`src/rtl/inpass_cfg_ctrl_if.sv`:
```
// Config-beat bus between a configuration source and inpass_cfg_ctrl.
// Latency: none (wires only).
// Backpressure: cfg_ready from the slave qualifies each cfg_valid beat.
// Signals: cfg_start/cfg_abort frame control, cfg_valid/cfg_wdata beat, cfg_ready.
interface inpass_cfg_ctrl_if #(
  parameter int BITS_PER_BEL = 4
);
  logic                    cfg_start;
  logic                    cfg_abort;
  logic                    cfg_valid;
  logic [BITS_PER_BEL-1:0] cfg_wdata;
  logic                    cfg_ready;

  modport master (
    output cfg_start,
    output cfg_abort,
    output cfg_valid,
    output cfg_wdata,
    input  cfg_ready
  );

  modport slave (
    input  cfg_start,
    input  cfg_abort,
    input  cfg_valid,
    input  cfg_wdata,
    output cfg_ready
  );
endinterface

```
`src/rtl/inpass_cfg_ctrl.sv`:
```
// Loads per-BEL input-pass config words into a shadow register, verifies an XOR
// checksum beat, and commits the shadow to ConfigBits only on a matching checksum.
// Latency: commit and done appear 2 edges after the checksum beat is accepted.
// Backpressure: cfg_ready is high for the whole LOAD state; cfg_valid low stalls.
// Ports: UserCLK/resetn; cfg (slave modport: start, abort, valid, wdata, ready);
//        ConfigBits (active config), busy (not IDLE), done (pulse), err (sticky).
module inpass_cfg_ctrl #(
  parameter int NUM_BELS     = 4,
  parameter int BITS_PER_BEL = 4
) (
  input  logic                             UserCLK,
  input  logic                             resetn,
  inpass_cfg_ctrl_if.slave                 cfg,
  output logic [NUM_BELS*BITS_PER_BEL-1:0] ConfigBits,
  output logic                             busy,
  output logic                             done,
  output logic                             err
);

  localparam int IDXW = $clog2(NUM_BELS + 1);
  localparam int CW   = NUM_BELS * BITS_PER_BEL;

  typedef enum logic [1:0] {
    IDLE  = 2'd0,
    LOAD  = 2'd1,
    CHECK = 2'd2
  } state_t;

  state_t                  state_q, state_d;
  logic [IDXW-1:0]         idx_q, idx_d;
  logic [CW-1:0]           shadow_q, shadow_d;
  logic [BITS_PER_BEL-1:0] csum_q, csum_d;
  logic [BITS_PER_BEL-1:0] rxsum_q, rxsum_d;
  logic [CW-1:0]           cfg_q, cfg_d;
  logic                    done_q, done_d;
  logic                    err_q, err_d;

  logic accept;
  logic last_beat;

  assign accept    = cfg.cfg_valid && (state_q == LOAD);
  assign last_beat = (idx_q == IDXW'(NUM_BELS));

  // State register
  always_ff @(posedge UserCLK or negedge resetn) begin
    if (!resetn) begin
      state_q <= IDLE;
    end else begin
      state_q <= state_d;
    end
  end

  // Next-state logic; abort beats start, start beats a same-cycle beat
  always_comb begin
    state_d = state_q;
    case (state_q)
      IDLE: begin
        if (cfg.cfg_start && !cfg.cfg_abort) state_d = LOAD;
      end
      LOAD: begin
        if (cfg.cfg_abort)                state_d = IDLE;
        else if (cfg.cfg_start)           state_d = LOAD;
        else if (accept && last_beat)     state_d = CHECK;
      end
      CHECK: begin
        // Single-cycle state whether or not an abort arrives
        state_d = IDLE;
      end
      default: state_d = IDLE;
    endcase
  end

  // State-decoded outputs; state_q is a flop so busy is registered
  always_comb begin
    cfg.cfg_ready = (state_q == LOAD);
    busy          = (state_q != IDLE);
  end

  // Datapath next-state
  always_comb begin
    idx_d    = idx_q;
    shadow_d = shadow_q;
    csum_d   = csum_q;
    rxsum_d  = rxsum_q;
    cfg_d    = cfg_q;
    done_d   = 1'b0;
    err_d    = err_q;
    case (state_q)
      IDLE: begin
        if (cfg.cfg_start && !cfg.cfg_abort) begin
          idx_d  = '0;
          csum_d = '0;
          err_d  = 1'b0;
        end
      end
      LOAD: begin
        if (cfg.cfg_abort) begin
          // Frame dropped; shadow leftovers are harmless since commit needs a full frame
        end else if (cfg.cfg_start) begin
          idx_d  = '0;
          csum_d = '0;
        end else if (accept) begin
          if (!last_beat) begin
            for (int i = 0; i < NUM_BELS; i++) begin
              if (idx_q == IDXW'(i)) begin
                shadow_d[i*BITS_PER_BEL +: BITS_PER_BEL] = cfg.cfg_wdata;
              end
            end
            csum_d = csum_q ^ cfg.cfg_wdata;
            idx_d  = idx_q + IDXW'(1);
          end else begin
            rxsum_d = cfg.cfg_wdata;
          end
        end
      end
      CHECK: begin
        if (!cfg.cfg_abort) begin
          done_d = 1'b1;
          if (rxsum_q == csum_q) cfg_d = shadow_q;
          else                   err_d = 1'b1;
        end
      end
      default: ;
    endcase
  end

  always_ff @(posedge UserCLK or negedge resetn) begin
    if (!resetn) begin
      idx_q    <= '0;
      shadow_q <= '0;
      csum_q   <= '0;
      rxsum_q  <= '0;
      cfg_q    <= '0;
      done_q   <= 1'b0;
      err_q    <= 1'b0;
    end else begin
      idx_q    <= idx_d;
      shadow_q <= shadow_d;
      csum_q   <= csum_d;
      rxsum_q  <= rxsum_d;
      cfg_q    <= cfg_d;
      done_q   <= done_d;
      err_q    <= err_d;
    end
  end

  assign ConfigBits = cfg_q;
  assign done       = done_q;
  assign err        = err_q;

endmodule

```
`src/flat_wrapper.sv`:
```
// flat-port wrapper written by rule: the top's interface ports become plain ports
module inpass_cfg_ctrl_flat 
#(
  parameter int NUM_BELS     = 4,
  parameter int BITS_PER_BEL = 4
)
  (UserCLK, resetn, ConfigBits, busy, done, err, cfg_cfg_start, cfg_cfg_abort, cfg_cfg_valid, cfg_cfg_wdata, cfg_cfg_ready);
  inpass_cfg_ctrl_if #(.BITS_PER_BEL(BITS_PER_BEL)) cfg_i ();
  input  logic UserCLK;
  input  logic resetn;
  output logic [NUM_BELS*BITS_PER_BEL-1:0] ConfigBits;
  output logic busy;
  output logic done;
  output logic err;
  input wire logic [$bits(cfg_i.cfg_start)-1:0] cfg_cfg_start;
  input wire logic [$bits(cfg_i.cfg_abort)-1:0] cfg_cfg_abort;
  input wire logic [$bits(cfg_i.cfg_valid)-1:0] cfg_cfg_valid;
  input wire logic [$bits(cfg_i.cfg_wdata)-1:0] cfg_cfg_wdata;
  output wire logic [$bits(cfg_i.cfg_ready)-1:0] cfg_cfg_ready;
  assign cfg_i.cfg_start = cfg_cfg_start;
  assign cfg_i.cfg_abort = cfg_cfg_abort;
  assign cfg_i.cfg_valid = cfg_cfg_valid;
  assign cfg_i.cfg_wdata = cfg_cfg_wdata;
  assign cfg_cfg_ready = cfg_i.cfg_ready;
  inpass_cfg_ctrl #(.NUM_BELS(NUM_BELS), .BITS_PER_BEL(BITS_PER_BEL)) u_core (.UserCLK(UserCLK), .resetn(resetn), .cfg(cfg_i), .ConfigBits(ConfigBits), .busy(busy), .done(done), .err(err));
endmodule
```
`config.mk`:
```
export PLATFORM = sky130hd
export DESIGN_NAME = inpass_cfg_ctrl_flat
export DESIGN_NICKNAME = d
export VERILOG_FILES = /design/src/rtl/inpass_cfg_ctrl_if.sv /design/src/rtl/inpass_cfg_ctrl.sv /design/src/flat_wrapper.sv
export SDC_FILE = /design/constraint.sdc
export NUM_CORES = 1
export LEC_CHECK = 0
export CORE_ASPECT_RATIO = 0.8
export CORE_MARGIN = 5
export CORE_UTILIZATION = 40
export DETAILED_ROUTE_END_ITERATION = 8
export GPL_TIMING_DRIVEN = 0
export HOLD_SLACK_MARGIN = 0.15
export PLACE_DENSITY = 0.6
export SLEW_MARGIN = 20
export SYNTH_ARGS = -nofsm -noshare
export SYNTH_HDL_FRONTEND = slang
export SYNTH_SLANG_ARGS = --single-unit
```
`constraint.sdc`:
```
create_clock -name UserCLK -period 4 [get_ports UserCLK]
set_clock_uncertainty 0.1 [all_clocks]
set_input_delay 0.8 -clock UserCLK [delete_from_list [all_inputs] [get_ports UserCLK]]
set_output_delay 0.8 -clock UserCLK [all_outputs]
set_load 0.02 [all_outputs]
```
# == After elaboration in Yosys (flattened, before gate mapping) ==
# Index checks and enable logic that the tools add are counted.
# totals
regBits,47
latchBits,0
ramBits,0
rom_bits,0
input_bits,9
elab_cells,71
n_memories,0
# classes
n_addsub,1
mul,0
div_mod_pow,0
order_cmp,0
n_eq_ne,14
n_shift,0
n_mux,23
bitwise_logic,4
n_reduce_logical,18
# op_table
cell,n
AND reduction 6 bit,4
2-to-1 mux 4 bit,5
2-to-1 mux 3 bit,5
AND reduction 5 bit,2
2-to-1 mux 2 bit,4
case mux 4 bit (2 select lines),1
"equality test 3 x 2 -> 1 bit, second input constant",2
"inequality test 2 bit, second input constant",3
case mux 3 bit (2 select lines),1
nonzero test 2 bit,3
2-to-1 mux 1 bit,5
equality test 4 bit,1
"inequality test 4 x 3 -> 1 bit, second input constant",1
case mux 2 bit (2 select lines),1
AND reduction 4 bit,1
XOR 4 bit,1
"adder 3 x 1 -> 3 bit, second input constant",1
"equality test 3 x 1 -> 1 bit, second input constant",1
"equality test 3 bit, second input constant",1
logical AND 1 bit,3
zero test 3 bit,1
"inequality test 3 x 2 -> 1 bit, second input constant",1
"inequality test 3 bit, second input constant",1
NOT 1 bit,3
other kinds (8),8

# == Depth between registers and ports, before layout ==
# depth
ltp_word,7
ltp_mapped,6
mapped_depth_nobuf,6

# == Worst setup path before layout ==
# No wires, ideal clock.
# synth_timing
path_kind,input -> register
start,input cfg_cfg_start
end,register u_core.shadow_q[10]
setup_time_ns,0.128
arrival_time_ns,1.762
setup_slack_ns,2.011
path_stages,4
cell_sequence,nand2b_1 > nor4b_2 > nand2_1 > mux2_1
# synth_via
elab_chain_len,2
# synth_lines
element,line,text
from (decl),flat_wrapper.sv:15,input wire logic [$bits(cfg_i.cfg_start)-1:0] cfg_cfg_start;
NOT 1 bit (no source line),-,
AND reduction 6 bit (no source line),-,
to (signal assigned),inpass_cfg_ctrl.sv:138,shadow_q <= shadow_d;
to (decl),inpass_cfg_ctrl.sv:31,"logic [CW-1:0] shadow_q, shadow_d;"
# No other way between the ends.
# A chain may end at the register's enable or synchronous reset.

# == Final worst setup path ==
# layout_timing
start,register u_core.state_q[1]
end,output cfg_cfg_ready
# layout_via
elab_chain_len,1
# layout_lines
element,line,text
from (decl),inpass_cfg_ctrl.sv:29,"state_t state_q, state_d;"
from (signal assigned),inpass_cfg_ctrl.sv:49,state_q <= state_d;
equality test 2 x 1 -> 1 bit,inpass_cfg_ctrl.sv:75,cfg.cfg_ready = (state_q == LOAD);
to (decl),flat_wrapper.sv:19,output wire logic [$bits(cfg_i.cfg_ready)-1:0] cfg_cfg_ready;
# No other way between the ends.

==> metrics.md <==
| Metric | Value |
|---|---|
| Status | `finished, final reports clean` |
| Worst rel slew slack | `0.5880` |
| GP Congestion | `0.8002` |
| Post-synth net total | `156` |
| Final WL | `3859 um` |
| Clock root cell | `clkbuf_8` |
| FF/Latch Area | `1176 um^2` |
| Most frequent cells in the layout | `dfrtp_1 (47), clkdlybuf4s50_1 (27), mux2_2 (18)` |
| Vias in the first global route | `1,373` |
| CTS tree | `built` |
| Final setup viols | `0` |
| Crit. End Element | `primary output` |
| Maximum clock insertion buffer count | `2` |
| Final Hold Viols | `0` |
| Unique cell type count in the Yosys netlist | `32` |
| Setup CP Type | `reg -> out` |
| Total Nets Final | `192` |
| Reg2reg end | `u_core.csum_q[0]` |
| Register bit total from synthesis | `47` |
| Post-CTS Setup Bufs | `0` |
| Starting Density | `0.4133` |
| Pwr Density | `359.9 nW/um^2` |
| Post-synth EDFFs | `0` |
| Die area | `6721 um^2` |
| Post-Synthesis Cell Area | `2069 um^2` |
| Pre-CTS WS | `1.255 ns` |
| CTS Buf Count | `5` |
| Final period util | `0.6294` |
| Post-route ant nets | `0` |
| I/O pin count | `29` |
| Core footprint | `5007 um^2` |
| # rows | `23` |
| Synth Warn # | `0` |
| Port Buffer Count | `28` |
| CTS Hold Buffers Added | `0` |
| Global route overflow | `0` |
| Multi-input logic area | `854.6 um^2` |
| Die height | `74.34 um` |
| Pre-Repair DR Iteration Count | `4` |
| Final setup TNS | `0 ns` |
| RSZ-0062 raised after global routing | `false` |
| Crit path DAT | `1.62 ns` |
| CP max stage delay | `0.59 ns` |
| Most common cell after layout, fill and taps aside | `dfrtp_1` |
| H-Tree Depth | `2` |
| Clock latency on the worst-skew pair | `0.29 ns` |
| Antenna cell count | `0` |
| Launching point of the worst reg2reg path | `u_core.idx_q[0]` |
| Detailed Route Iter0 Violations | `31` |
| CP required | `3.10 ns` |
| Vias per cell | `4.988` |
| Slowest stage cell, crit path | `clkdlybuf4s50_1` |
| Area Growth Syn to Fin | `22.25%` |
| CTS resizes | `0` |
| Max Fclk | `397.2 MHz` |
| Crit path max fanout | `5` |
| Internal reg-to-reg setup slack | `2.06 ns` |
| Top delay family on crit path | `buffers and inverters` |
| Final worst slack | `1.482 ns` |
| Worst min path class | `in -> async` |
| Crit path buf inv count | `2` |
| Ys async rst share | `1.000` |
| First-pass GRT wire length | `6699 um` |
| Worst Reg2Reg Path Length in Cells | `6` |
| Worst-margin pin slew | `0.6125 ns` |
| Top FF cell, synth | `dfrtp_1` |
| Drt drc | `0` |
| Seq/Total Area, Yosys | `0.5683` |
| Via Count | `1,202` |
| Setup crit start kind | `flop` |
| LEAKAGE | `1.236 nW` |
| Crit-path cells | `nand2b_1, inv_1, clkdlybuf4s50_1` |
| Share of cells above drive strength 1 | `0.2737` |
| WL/cell | `16.01 um` |
| Cells after synthesis | `142` |
| Global Route Usage Sum | `0.1269` |
| Fin. max-slew vios | `0` |
| Final HPWL DP | `2859 um` |
| Die X | `90.42 um` |
| Mapped Avg Cell Area | `14.57 um^2` |
| Pin count of the biggest net entering global routing | `32` |
| Filler cells | `454` |
| Initial antenna violation count | `0` |
| Clock Pin Slew Worst Setup and Hold Paths | `0.09 ns` |
| Clock Sinks | `47` |
| Max-cap violation count | `0` |
| Peak VDD IR | `0.2305 mV` |
| Min Tclk post-route | `2.518 ns` |
logic make-up (layout without fill, tap and decap cells):
group / count (synthesis) / in the layout / share of synthesized area
fa+ha+maj: 5 / 5 / 0.03023
compound gates: 12 / 12 / 0.04837
mux: 36 / 36 / 0.2140
simple gates: 26 / 26 / 0.08645
xor+xnor: 8 / 8 / 0.03386
buf+inv: 8 / 45 / 0.01874
flops: 47 / 47 / 0.5683
worst reg2reg max path: cells and delay by family (launching register included):
kind                     cells  cell delay, ns
flip-flops                   1            0.43
AND/OR/NAND/NOR              1            0.11
adder cells (fa/ha/maj)      1            0.25
buffers and inverters        1            0.09
XOR/XNOR                     1            0.18
AO/OA/AOI/OAI                2            0.72
synthesized netlist by cell type (2+ instances only):
library cell | count | area share
mux2_4 | 10 | 0.073
mux2_1 | 8 | 0.044
nor3_1 | 2 | 0.0048
nor2_1 | 4 | 0.0073
nand2_1 | 6 | 0.011
o2111ai_1 | 4 | 0.017
or2_2 | 2 | 0.0060
mux2_2 | 18 | 0.098
xor2_1 | 8 | 0.034
o31ai_1 | 2 | 0.0073
dfrtp_1 | 47 | 0.57
ha_1 | 5 | 0.030
nand2b_1 | 2 | 0.0060
inv_1 | 6 | 0.011
metal layers:
metal  global-route usage  routed length [um]  vias up
met5                    0                   0        -
met4              0.02810                  29        0
met3              0.04146                 186        4
met2               0.2216                1914       22
met1               0.1564                1729      598
li1                     -                   -      578
worst max-delay path by stage:
stage / endpoint / from / slack (ns) / depth (start not counted)
after floorplan: u_core.shadow_q[10] / cfg_cfg_start / 2.01 / 4
after global placement: u_core.done / resetn / 0.79 / 1
after detailed placement: u_core.shadow_q[4] / cfg_cfg_abort / 1.26 / 5
after CTS: cfg_cfg_ready / u_core.state_q[1] / 1.46 / 3
after global routing: u_core.shadow_q[4] / cfg_cfg_abort / 1.38 / 5
final: cfg_cfg_ready / u_core.state_q[1] / 1.48 / 3
report_power, final:
group	internal [mW]	switching [mW]	total (mW)	leakage (nW)
clock network	0.123	0.161	0.284	0.0483
logic	0.0473	0.0499	0.0972	0.548
registers	0.507	0.0227	0.529	0.640
layout make-up:
class / instances / share of cell area
Multi-Input combinational cell: 87 / 0.3378
Inverter: 6 / 0.008902
Clock buffer: 5 / 0.02720
Clock inverter: 3 / 0.007418
Timing Repair Buffer: 29 / 0.1167
Tap cell: 62 / 0.03066
Sequential cell: 47 / 0.4649
Buffer: 2 / 0.006429
registers in the layout, indices dropped and copies added, names as in the netlist:
name / flops
u_core.err: 1
u_core.state_q: 2
u_core.ConfigBits: 16
u_core.shadow_q: 16
u_core.idx_q: 3
u_core.done: 1
u_core.csum_q: 4
u_core.rxsum_q: 4
metrics by stage:
stage            util  power, mW  hold WS, ns  cells  area (um^2)
6_report       0.5052     0.9105       0.3274    241         2530
5_1_grt        0.5052     0.9607       0.3439    241         2530
4_1_cts        0.5052     0.9222       0.3399    241         2530
3_5_place_dp   0.4878     0.6376       0.3885    233         2442
3_3_place_gp   0.4848     0.6313       0.3778    232         2427
2_1_floorplan       -     0.5938       0.3644    142         2069
No activity file was read; power rests on OpenSTA's default activity.
